[config.mk]
export PLATFORM = sky130hd
export DESIGN_NAME = ahb2apb_bridge_mc
export DESIGN_NICKNAME = d
export VERILOG_FILES = /design/src/rtl/ahb2apb_bridge_mc.sv
export SDC_FILE = /design/constraint.sdc
export NUM_CORES = 1
export LEC_CHECK = 0
export BUFFER_PORTS_ARGS = -buffer_cell sky130_fd_sc_hd__buf_2
export CAP_MARGIN = 20
export CORE_AREA = 2 2 122 124
export DETAILED_ROUTE_END_ITERATION = 8
export DIE_AREA = 0 0 124 126
export GPL_TIMING_DRIVEN = 0
export PLACE_DENSITY = 0.81
export SETUP_SLACK_MARGIN = 0.02
export SKIP_CTS_REPAIR_TIMING = 1
export SLEW_MARGIN = 20
export SYNTH_ARGS = -nofsm -noshare
export SYNTH_HDL_FRONTEND = slang
export SYNTH_SLANG_ARGS = --single-unit
[constraint.sdc]
create_clock -name hclk -period 4.6 [get_ports hclk]
set_clock_uncertainty 0.05 [all_clocks]
set_input_delay 0.23 -clock hclk [delete_from_list [all_inputs] [get_ports hclk]]
set_output_delay 0.23 -clock hclk [all_outputs]
set_load 0.02 [all_outputs]
[src/rtl/ahb2apb_bridge_mc.sv]
// AHB-Lite to APB3 bridge for up to NUM_SLV slaves: one transfer at a time, PREADY
// wait states, PSLVERR mapped to a two-cycle AHB ERROR, and an optional PREADY timeout.
// state  | meaning
// IDLE   | ready for a new AHB transfer
// LATCH  | write data phase, capture hwdata
// SETUP  | APB setup phase
// ACCESS | APB access phase, waiting for pready
// ERR1   | first ERROR cycle (hreadyout low)
// ERR2   | second ERROR cycle, may capture a new transfer
module ahb2apb_bridge_mc #(
    parameter int ADDR_W  = 32,
    parameter int DATA_W  = 32,
    parameter int NUM_SLV = 4,
    parameter int DEC_LSB = 12,
    parameter int TIMEOUT = 256
) (
    input  logic                      hclk,
    input  logic                      hreset,
    input  logic                      hsel,
    input  logic [ADDR_W-1:0]         haddr,
    input  logic [1:0]                htrans,
    input  logic                      hwrite,
    input  logic [2:0]                hsize,
    input  logic [DATA_W-1:0]         hwdata,
    input  logic                      hready,
    output logic                      hreadyout,
    output logic                      hresp,
    output logic [DATA_W-1:0]         hrdata,
    output logic [ADDR_W-1:0]         paddr,
    output logic [NUM_SLV-1:0]        psel,
    output logic                      penable,
    output logic                      pwrite,
    output logic [DATA_W-1:0]         pwdata,
    input  logic [NUM_SLV*DATA_W-1:0] prdata,
    input  logic [NUM_SLV-1:0]        pready,
    input  logic [NUM_SLV-1:0]        pslverr
);
    localparam int IDX_W = (NUM_SLV > 1) ? $clog2(NUM_SLV) : 1;
    localparam int CNT_W = (TIMEOUT > 0) ? $clog2(TIMEOUT + 1) : 1;
    localparam logic [CNT_W-1:0] CNT_LAST = CNT_W'((TIMEOUT > 0) ? TIMEOUT - 1 : 0);

    typedef enum logic [2:0] {S_IDLE, S_LATCH, S_SETUP, S_ACCESS, S_ERR1, S_ERR2} state_t;

    state_t              state, state_nxt;
    logic [IDX_W-1:0]    idx, cap_idx, sel_idx;
    logic [CNT_W-1:0]    cnt;
    logic                capture, cap_mapped, sel_ready, sel_err, timeout_hit;
    logic [DATA_W-1:0]   sel_rdata;
    logic [NUM_SLV-1:0]  psel_nxt;
    logic                unused_ok;

    assign unused_ok = ^{hsize, htrans[0]};

    generate
        if (NUM_SLV > 1) begin : g_dec
            assign cap_idx = haddr[DEC_LSB +: IDX_W];
        end else begin : g_nodec
            assign cap_idx = '0;
        end
    endgenerate

    assign capture     = hsel & hready & htrans[1] & ((state == S_IDLE) | (state == S_ERR2));
    assign cap_mapped  = 32'(cap_idx) < NUM_SLV;
    assign timeout_hit = (TIMEOUT > 0) && (cnt == CNT_LAST);
    assign sel_idx     = capture ? cap_idx : idx;

    always_comb begin
        sel_ready = 1'b0;
        sel_err   = 1'b0;
        sel_rdata = '0;
        for (int i = 0; i < NUM_SLV; i++) begin
            if (32'(idx) == i) begin
                sel_ready = pready[i];
                sel_err   = pslverr[i];
                sel_rdata = prdata[i*DATA_W +: DATA_W];
            end
        end
    end

    always_comb begin
        state_nxt = state;
        case (state)
            S_IDLE, S_ERR2: begin
                if (capture) begin
                    if (!cap_mapped) state_nxt = S_ERR1;
                    else if (hwrite) state_nxt = S_LATCH;
                    else             state_nxt = S_SETUP;
                end else begin
                    state_nxt = S_IDLE;
                end
            end
            S_LATCH:  state_nxt = S_SETUP;
            S_SETUP:  state_nxt = S_ACCESS;
            S_ACCESS: begin
                if (sel_ready)        state_nxt = sel_err ? S_ERR1 : S_IDLE;
                else if (timeout_hit) state_nxt = S_ERR1;
            end
            S_ERR1:   state_nxt = S_ERR2;
            default:  state_nxt = S_IDLE;
        endcase
    end

    always_comb begin
        psel_nxt = '0;
        if (state_nxt == S_SETUP || state_nxt == S_ACCESS) psel_nxt[sel_idx] = 1'b1;
    end

    // Outputs are registered from the next state so they line up with the state register.
    always_ff @(posedge hclk or posedge hreset) begin
        if (hreset) begin
            state     <= S_IDLE;
            hreadyout <= 1'b1;
            hresp     <= 1'b0;
            hrdata    <= '0;
            paddr     <= '0;
            psel      <= '0;
            penable   <= 1'b0;
            pwrite    <= 1'b0;
            pwdata    <= '0;
            idx       <= '0;
            cnt       <= '0;
        end else begin
            state     <= state_nxt;
            hreadyout <= (state_nxt == S_IDLE) || (state_nxt == S_ERR2);
            hresp     <= (state_nxt == S_ERR1) || (state_nxt == S_ERR2);
            psel      <= psel_nxt;
            penable   <= (state_nxt == S_ACCESS);
            if (capture && cap_mapped) begin
                paddr  <= haddr;
                pwrite <= hwrite;
                idx    <= cap_idx;
            end
            if (state == S_LATCH) pwdata <= hwdata;
            if (state == S_SETUP) cnt <= '0;
            else if (state == S_ACCESS && !sel_ready) cnt <= cnt + 1'b1;
            if (state == S_ACCESS && sel_ready && !sel_err && !pwrite) hrdata <= sel_rdata;
        end
    end
endmodule

== Yosys cells after proc, flatten, opt, wreduce, memory -nomap -nowiden ==
Cells that the tools add are included.

* RAM bits: 0
* Word-level logic and storage cells: 71
* Input bits: 210
* Latch bits: 0
* Register bits after elaboration: 118
* Memories: 0
* Memory bits (read-only): 0

* Reduce and logical (&&, ||, !) cells: 16
* Magnitude comparators: 2
* Multipliers: 0
* Eq/ne operators: 13
* Divide/modulo/power cells: 0
* Shift operators: 0
* $add $sub $neg: 1
* Multiplexer cells: 24
* Bitwise operators: 4

{| class="wikitable"
|+ Operator list
! kind !! count
|-
| 2-to-1 mux 32 bit || 4
|-
| 2-to-1 mux 9 bit || 2
|-
| case mux 3 bit (5 select lines) || 1
|-
| equality test 3 x 2 -> 1 bit, second input constant || 4
|-
| equality test 3 bit, second input constant || 4
|-
| 2-to-1 mux 3 bit || 4
|-
| adder 9 x 1 -> 9 bit, second input constant || 1
|-
| equality test 9 x 8 -> 1 bit, second input constant || 1
|-
| 2-to-1 mux 1 bit || 9
|-
| logical NOT 3 bit || 2
|-
| logical AND 1 bit || 5
|-
| equality test 2 bit, second input constant || 2
|-
| 2-to-1 mux 2 bit || 2
|-
| 2-to-1 mux 4 bit || 1
|-
| AND 1 bit || 3
|-
| equality test 3 x 1 -> 1 bit, second input constant || 1
|-
| logical NOT 1 bit || 3
|-
| logical OR 1 bit || 3
|-
| < comparator 2 x 3 -> 1 bit, second input constant || 1
|-
| demux 1 bit (select 2 bit) || 1
|-
| equality test 2 x 1 -> 1 bit, second input constant || 1
|-
| greater-or-equal comparator 2 x 1 -> 1 bit, second input constant || 1
|-
| logical NOT 2 bit || 1
|-
| nonzero test 2 bit || 1
|-
| 2 further kinds || 2
|}

== Logic depth before layout (Yosys ltp) ==
Gate-level depths: netlist of run 1.

* Word-level depth: 11
* Gate-level depth with buffers: 7
* Mapped depth without buffers: 7

== Least setup slack after synthesis of run 1 ==
Ideal clock, no wire load.

* Path kind: reg2reg
* Start point: reg idx[0]
* End point: reg hrdata[0]
* Data arrival time: 2.011 ns
* Stages on the path, launching flop included: 7
* Clock period less this slack: 2.187 ns
* Slack: 2.413 ns
* Cells stage by stage: dfrtp_1 > buf_6 > mux4_2 > or4b_1 > buf_6 > buf_8 > mux2_4

* Word-level cells in the longest chain between the ends: 8
* Elaborated cells between the ends (all ways): 20

{| class="wikitable"
|+ Ends and longest elaborated chain
! item !! line !! source
|-
| from (decl) || 45 || <nowiki>logic [IDX_W-1:0] idx, cap_idx, sel_idx;</nowiki>
|-
| from (signal assigned) || 131 || <nowiki>idx <= cap_idx;</nowiki>
|-
| logical NOT 2 bit || 72 || <nowiki>if (32'(idx) == i) begin</nowiki>
|-
| 2-to-1 mux 1 bit (4 in a row) || 72 ||
|-
| logical AND 1 bit or logical NOT 1 bit (tied branches) || 136 || <nowiki>if (state == S_ACCESS && sel_ready && !sel_err && !pwrite) hrdata <= sel_rdata;</nowiki>
|-
| logical AND 1 bit (2 in a row) || 136 ||
|-
| to (signal assigned) || 136 ||
|-
| to (decl) || 28 || <nowiki>output logic [DATA_W-1:0] hrdata,</nowiki>
|}

Several ways; a longest one is shown, not always the timed one.
A chain may end at the register's enable or synchronous reset.

== Worst setup path in the final report of run 1 ==
* Start point: reg state[1]
* End point: reg paddr[3]

* Word-level cells in the longest chain between the ends: 3
* Elaborated cells between the ends (all ways): 4

{| class="wikitable"
|+ Ends and longest elaborated chain
! item !! line !! source
|-
| from (decl) || 44 || <nowiki>state_t state, state_nxt;</nowiki>
|-
| from (signal assigned) || 123 || <nowiki>state <= state_nxt;</nowiki>
|-
| equality test 3 bit or logical NOT 3 bit (tied branches) || 62 || <nowiki>assign capture = hsel & hready & htrans[1] & ((state == S_IDLE) | (state == S_ERR2));</nowiki>
|-
| bitwise OR 1 bit * || 62 ||
|-
| AND 1 bit * || 62 ||
|-
| to (signal assigned) || 129 || <nowiki>paddr <= haddr;</nowiki>
|-
| to (decl) || 29 || <nowiki>output logic [ADDR_W-1:0] paddr,</nowiki>
|}

Every way passes the cells marked *; elsewhere a longest branch is shown, timed or not.

==> metrics.md, run 1 <==
| Metric | Value |
|---|---|
| Final net count | `908` |
| CP startpoint kind | `flop` |
| DIE AREA | `0.0156 sq mm` |
| Setup WS post-layout | `2030 ps` |
| Gr ovfl total | `0` |
| R2r startpoint | `state[1]` |
| Max Freq | `389 MHz` |
| Setup slack, reg-to-reg | `2030 ps` |
| Drt total wl | `15,600 um` |
| CP top delay family | `simple AND/OR/NAND/NOR gates` |
| Final setup viols | `0` |
| Max stage delay cell, worst path | `nor2_1` |
| CP most frequent cell | `clkbuf_1` |
| Crit-path cells | `clkbuf_1 -> nand4b_1 -> nor2_1 -> clkbuf_1 -> mux2_2` |
| Pleak | `4.04 nW` |
| Antenna violations before repair | `2` |
| Die W | `124 um` |
| Starting Density | `38.4%` |
| Slew @ Worst Pin | `843 ps` |
| Antenna violation net count after detailed routing | `0` |
| Die Ht | `126 um` |
| CTS buffer count | `17` |
| Flops & latches, synth | `118` |
| Outcome | `completed` |
| Synth Net Count | `557` |
| Sw frac | `37.1%` |
| Htree depth | `4` |
| # DRC | `0` |
| Final period util | `55.8%` |
| Syn Inst Count | `345` |
| Placement Setup Slack | `2020 ps` |
| R2R cell count | `5` |
| Max Cap Viol | `0` |
| WL per Instance | `17.4 um` |
| Max Slew Vio Count | `0` |
| Max-slew headroom at the worst pin | `43.6%` |
| Number of port buffers | `309` |
| Vias in the first global route | `4,402` |
| Sink Count | `118` |
| Placed cells | `839` |
| Share of layout cells above drive strength 1 | `68.3%` |
| Tot GR Track Use | `19.2%` |
| DR pass1 iterations | `4` |
| RR Endpoint | `paddr[3]` |
| Area after DPL | `0.00730 sq mm` |
| CP Capture Point | `paddr[3]` |
| Via density per instance | `4.89` |
| Most frequent cells in the layout | `311 x buf_2, 117 x dfrtp_1, 66 x mux2_2` |
| CTS tree | `done` |
| CP Class | `flop to flop` |
| Hold/Removal Path Class | `input pin to flop` |
| CP Capture Type | `flop` |
| Root Driver | `clkbuf_16` |
| CP Depth | `5` |
| Max clock buf depth | `2` |
| Yosys warning count | `0` |
| Io pins | `314` |
| Design area | `0.00811 sq mm` |
| CP arrival | `2800 ps` |
| Hold Fails Final Rpt | `0` |
| Count of cell types in the netlist | `34` |
| Placer Congestion | `0.841` |
| Buf/Inv on CP | `2` |
| RSZ-0062 raised after global routing | `false` |
| Worst vdd ir | `0.322 mV` |
| Worst setup startpoint | `state[1]` |
| Core area | `0.0143 sq mm` |
| Switching Power | `2.17 mW` |
| Slowest stage delay, CP | `690 ps` |
| DR iter-0 viols | `105` |
| Mapped Avg Cell Area | `15.9 sq um` |
| Cell Count, Final, Fillers Out | `894` |
| Largest net degree at the start of global routing | `73` |
| Register area share after synthesis | `53.8%` |
| Number of fill cells in the layout | `1,171` |
| Clock transition at the registers of the reported paths | `60 ps` |
| Min cycle time layout | `2570 ps` |
| Clock Latency Late Sink | `400 ps` |
| First-pass GRT wire length | `22,500 um` |
| Flop pwr share | `30.7%` |
| Post-DP HPWL | `11,800 um` |
| Power per Cell Area | `720 mW/mm^2` |
| Vias | `4,375` |
| Pint | `3.67 mW` |
| Critical path required time | `4840 ps` |
| Area growth syn-to-layout | `47.6%` |
| Post-Syn Area | `0.00549 sq mm` |
| Row count | `44` |
| Combinational power share | `47.2%` |
| CP Max Fanout | `10` |
| Clock share of power | `22.0%` |
| Commonest non-fill, non-tap cell in the layout | `buf_2` |
final cells by class:
cell class	count	area, sq um	share of cell area, %
Antenna cell	1	2.50	0.0309
Inverter	7	31.3	0.386
Clock buffer	20	457	5.63
Clock inverter	12	128	1.57
Timing Repair Buffer	332	1790	22.1
Multi-Input combinational cell	198	2370	29.3
Sequential cell	118	2950	36.4
Buffer	22	139	1.71
Tap cell	184	230	2.84
layer usage:
metal / vias up / wire, um / global-route usage [%]
met5: - / 17 / 0
met2: 208 / 8300 / 34.0
li1: 1983 / - / -
met3: 25 / 1110 / 5.53
met1: 2157 / 5810 / 21.6
met4: 2 / 318 / 7.47
kinds of logic (layout without fill, tap and decap cells):
kind of cell | count (synthesis) | after routing | share of synthesized area (%)
DFF | 118 | 118 | 53.8
AOI/OAI and AO/OA | 10 | 10 | 1.00
adders and majority gates | 2 | 2 | 0.456
buffers and inverters | 29 | 393 | 3.01
other | 0 | 1 | 0
xor gates and xnor gates | 6 | 6 | 0.957
muxes | 135 | 135 | 36.6
and+or+nand+nor | 45 | 45 | 4.19
how the worst min path moves through the flow:
| stage | slack, ps | cells past startpoint | end | start |
|---|---|---|---|---|
| 2_1_floorplan | 300 | 2 | pwrite | hwrite |
| 3_3_place_gp | 410 | 2 | paddr[9] | haddr[9] |
| 3_5_place_dp | 240 | 2 | paddr[21] | hreset |
| 4_1_cts | -210 | 2 | paddr[21] | hreset |
| 5_1_grt | -0.3 | 2 | paddr[21] | haddr[21] |
| 6_report | 6 | 2 | paddr[8] | haddr[8] |
power groups by stage:
stage / Combinational [mW] / Clock (mW) / Sequential [mW]
2_1_floorplan: 1.35 / 0 / 2.36
3_3_place_gp: 2.70 / 0 / 1.78
3_5_place_dp: 2.77 / 0 / 1.79
4_1_cts: 2.77 / 1.32 / 1.79
5_1_grt: 2.96 / 1.38 / 1.85
6_report: 2.76 / 1.29 / 1.80
synth_stat cells:
master / n / area (sq um)
xor2_1: 1 / 8.76
or4b_1: 1 / 10.0
ha_1: 2 / 25.0
mux2_4: 30 / 450
buf_4: 1 / 7.51
nand2_1: 9 / 33.8
clkbuf_1: 12 / 45.0
nand4b_1: 1 / 8.76
nor3_1: 7 / 35.0
inv_1: 7 / 26.3
buf_1: 1 / 3.75
o211ai_1: 1 / 7.51
or3b_2: 1 / 8.76
nand3b_1: 1 / 7.51
dfstp_2: 1 / 26.3
mux2i_1: 5 / 50.1
clkbuf_2: 1 / 5.00
mux4_2: 34 / 766
buf_2: 2 / 10.0
nand4_1: 2 / 12.5
nand3_1: 2 / 10.0
a211oi_1: 1 / 7.51
o21ai_0: 6 / 30.0
buf_8: 3 / 45.0
xnor2_1: 5 / 43.8
mux2_2: 66 / 743
a21oi_1: 2 / 10.0
nor3b_1: 2 / 15.0
buf_6: 2 / 22.5
or3_1: 2 / 12.5
nor2_1: 12 / 45.0
or2_2: 1 / 6.26
nor4_1: 4 / 25.0
dfrtp_1: 117 / 2930
registers in the layout, indices dropped and copies added (netlist names), 2 cells and up:
name    flops
hrdata     32
paddr      32
pwdata     32
cnt         9
psel        4
state       3
idx         2
per-stage QoR:
step	hold WS (ps)	utilization, %	setup TNS, ps	power (mW)
floorplan	304	-	0	3.70
global placement	411	50.8	-14570	4.48
detailed placement	235	51.0	0	4.56
CTS	-206	55.1	0	5.88
global route	-0.273	56.6	0	6.20
finish	6.03	56.6	0	5.84
worst reg2reg max path, delay by kind of cell, from the launching register on:
kind	cells	cell delay, ps
buffers and inverters	2	680
flip-flops	1	350
multiplexers	1	400
AND/OR/NAND/NOR	2	970
Power figures use the tool's default switching activity.
==> run 2: changes to the inputs <==
Clock period 4.6 ns to 2.5 ns, I/O delays scaled along.
==> run 2 against run 1 <==
- register-to-register slack lost 1900 ps
- worst setup slack worse by 1900 ps
- cell area rose by 6.0%
- cell count grew 5.0%
- die area stayed put
- non-clock buffer count up 46
- worst hold slack improved by 100 ps
- via count increased by 4.7%
- largest cell class unchanged
- core utilization grew 3.4 points
==> metrics.md, run 2 (synthesis results as in run 1) <==
| Metric | Value |
|---|---|
| Core area | `0.0143 sq mm (unchanged)` |
| DR iter-0 viols | `112 (was 105)` |
| Combinational power share | `47.5% (was 47.2%)` |
| Number of port buffers | `309 (unchanged)` |
| Outcome | `completed (unchanged)` |
| Placement Setup Slack | `-36.3 ps (was 2020 ps)` |
| Antenna violation net count after detailed routing | `0 (unchanged)` |
| Pleak | `4.24 nW (was 4.04 nW)` |
| Row count | `44 (unchanged)` |
| Min cycle time layout | `2370 ps (was 2570 ps)` |
| Via density per instance | `4.88 (was 4.89)` |
| Starting Density | `38.4% (unchanged)` |
| CTS tree | `done (unchanged)` |
| Largest net degree at the start of global routing | `36 (was 73)` |
| Clock share of power | `22.1% (was 22.0%)` |
| WL per Instance | `17.4 um (about the same)` |
| CP Class | `flop to flop (unchanged)` |
| Share of layout cells above drive strength 1 | `64.8% (was 68.3%)` |
| Max clock buf depth | `2 (unchanged)` |
| Drt total wl | `16,300 um (was 15,600 um)` |
| DR pass1 iterations | `4 (unchanged)` |
| CTS buffer count | `17 (unchanged)` |
| Max Cap Viol | `0 (unchanged)` |
| Clock transition at the registers of the reported paths | `60 ps (about the same)` |
| Die Ht | `126 um (unchanged)` |
| Placer Congestion | `0.807 (was 0.841)` |
| N_diodes | `0 (was 1)` |
| Max Freq | `423 MHz (was 389 MHz)` |
| Vias in the first global route | `4,403 (was 4,402)` |
| Sw frac | `37.7% (was 37.1%)` |
| RSZ-0062 raised after global routing | `false (unchanged)` |
| Post-DP HPWL | `11,500 um (was 11,800 um)` |
| Worst vdd ir | `0.565 mV (was 0.322 mV)` |
| Final period util | `94.7% (was 55.8%)` |
| Max Slew Vio Count | `0 (unchanged)` |
| Pint | `6.80 mW (was 3.67 mW)` |
| Slew @ Worst Pin | `816 ps (was 843 ps)` |
| Gr ovfl total | `0 (unchanged)` |
| Htree depth | `4 (unchanged)` |
| Antenna violations before repair | `0 (was 2)` |
| Power per Cell Area | `1270 mW/mm^2 (was 720 mW/mm^2)` |
| Io pins | `314 (unchanged)` |
| Fin util | `60.0% (was 56.6%)` |
| Root Driver | `clkbuf_16 (unchanged)` |
| Max stage delay cell, worst path | `or4b_1 (was nor2_1)` |
| Die W | `124 um (unchanged)` |
| Slowest stage delay, CP | `600 ps (was 690 ps)` |
| Clock Latency Late Sink | `410 ps (was 400 ps)` |
| CP startpoint kind | `flop (unchanged)` |
| Setup WS post-layout | `133 ps (was 2030 ps)` |
| Final net count | `954 (was 908)` |
| CP Max Fanout | `10 (unchanged)` |
| CP Capture Type | `flop (unchanged)` |
| Sink Count | `118 (unchanged)` |
| CP arrival | `2610 ps (was 2800 ps)` |
| DIE AREA | `0.0156 sq mm (unchanged)` |
| Commonest non-fill, non-tap cell in the layout | `buf_2 (unchanged)` |
| Setup slack, reg-to-reg | `130 ps (was 2030 ps)` |
| Area growth syn-to-layout | `56.5% (was 47.6%)` |
| Flop pwr share | `30.3% (was 30.7%)` |
| Final setup viols | `0 (unchanged)` |
| Switching Power | `4.11 mW (was 2.17 mW)` |
| Number of fill cells in the layout | `1,125 (was 1,171)` |
| Critical path required time | `2740 ps (was 4840 ps)` |
| Hold Fails Final Rpt | `0 (unchanged)` |
| Hold/Removal Path Class | `input pin to flop (unchanged)` |
| # DRC | `0 (unchanged)` |
| Max-slew headroom at the worst pin | `45.6% (was 43.6%)` |
| First-pass GRT wire length | `22,100 um (was 22,500 um)` |
| Vias | `4,579 (was 4,375)` |
| Most frequent cells in the layout | `311 x buf_2, 117 x dfrtp_1, 66 x mux2_2, 66 x dlygate4sd3_1, 34 x mux4_2 (was 311 x buf_2, 117 x dfrtp_1, 66 x mux2_2)` |
| Crit-path cells | `clkbuf_1 -> nand3b_1 -> or4b_1 -> buf_6 -> buf_8 -> mux2_4 (was clkbuf_1 -> nand4b_1 -> nor2_1 -> clkbuf_1 -> mux2_2)` |
| Top Registers | `hrdata: 32 flops, paddr: 32 flops, pwdata: 32 flops (unchanged)` |
| Tot GR Track Use | `18.8% (was 19.2%)` |
## run 2: cell count changes in the layout (fill, tap and decap cells not counted), sizes merged
| cell | before | now |
|---|---|---|
| buf | 319 | 321 |
| diode | 1 | 0 |
| dlygate4sd3 | 22 | 66 |
| clkbuf | 33 | 32 |
| clkinv | 5 | 6 |
## run 2: metrics by stage
stage | hold slack (ps) | power, mW | setup TNS, ps | area, sq um | instances
after floorplan | 199 | 6.82 | 0 | 5500 | 345
after global placement | 307 | 8.27 | -710 | 7270 | 838
after detailed placement | 117 | 8.40 | -201 | 7330 | 841
after CTS | -332 | 10.9 | -292 | 7920 | 873
after global routing | 84.5 | 11.5 | 0 | 8590 | 939
final | 109 | 10.9 | 0 | 8590 | 939
## run 2: path summary, 6_finish.rpt
check,start,endpoint,cells after the start
worst max-delay path,state[2],hrdata[10],6
worst min-delay path,prdata[91],hrdata[27],3
worst max register to register,state[2],hrdata[10],6
worst min register to register,pwdata[30],pwdata[30],1
max in group asynchronous,hreset,hrdata[4],5
min in group asynchronous,hreset,pwdata[11],3
## run 2: layout make-up
class | instances | area [sq um] | area share, %
Clock buffer | 19 | 443 | 5.15
Timing Repair Buffer | 378 | 2270 | 26.4
Multi-Input combinational cell | 198 | 2380 | 27.7
Tap cell | 184 | 230 | 2.68
Buffer | 22 | 140 | 1.63
Clock inverter | 13 | 149 | 1.73
Inverter | 7 | 30.0 | 0.349
Sequential cell | 118 | 2950 | 34.4
## run 2: power groups by stage
stage	clock network [mW]	logic, mW	registers, mW
floorplan	0	2.48	4.34
global placement	0	5.00	3.26
detailed placement	0	5.11	3.29
CTS	2.46	5.11	3.27
global route	2.56	5.57	3.41
finish	2.42	5.19	3.31
## run 2: metal layers
layer	track usage (%)	part of all wire (%)	up-vias
met1	21.3	36	2238
met3	6.07	7.7	36
met5	0	0	-
li1	-	-	2081
met2	32.6	53	224
met4	7.60	2.7	0
## run 2: critical path: cells and delay by family (launching register included)
family / cells / cell delay, ps
buffers and inverters: 3 / 530
multiplexers: 1 / 300
flip-flops: 1 / 360
AND/OR/NAND/NOR: 2 / 1000
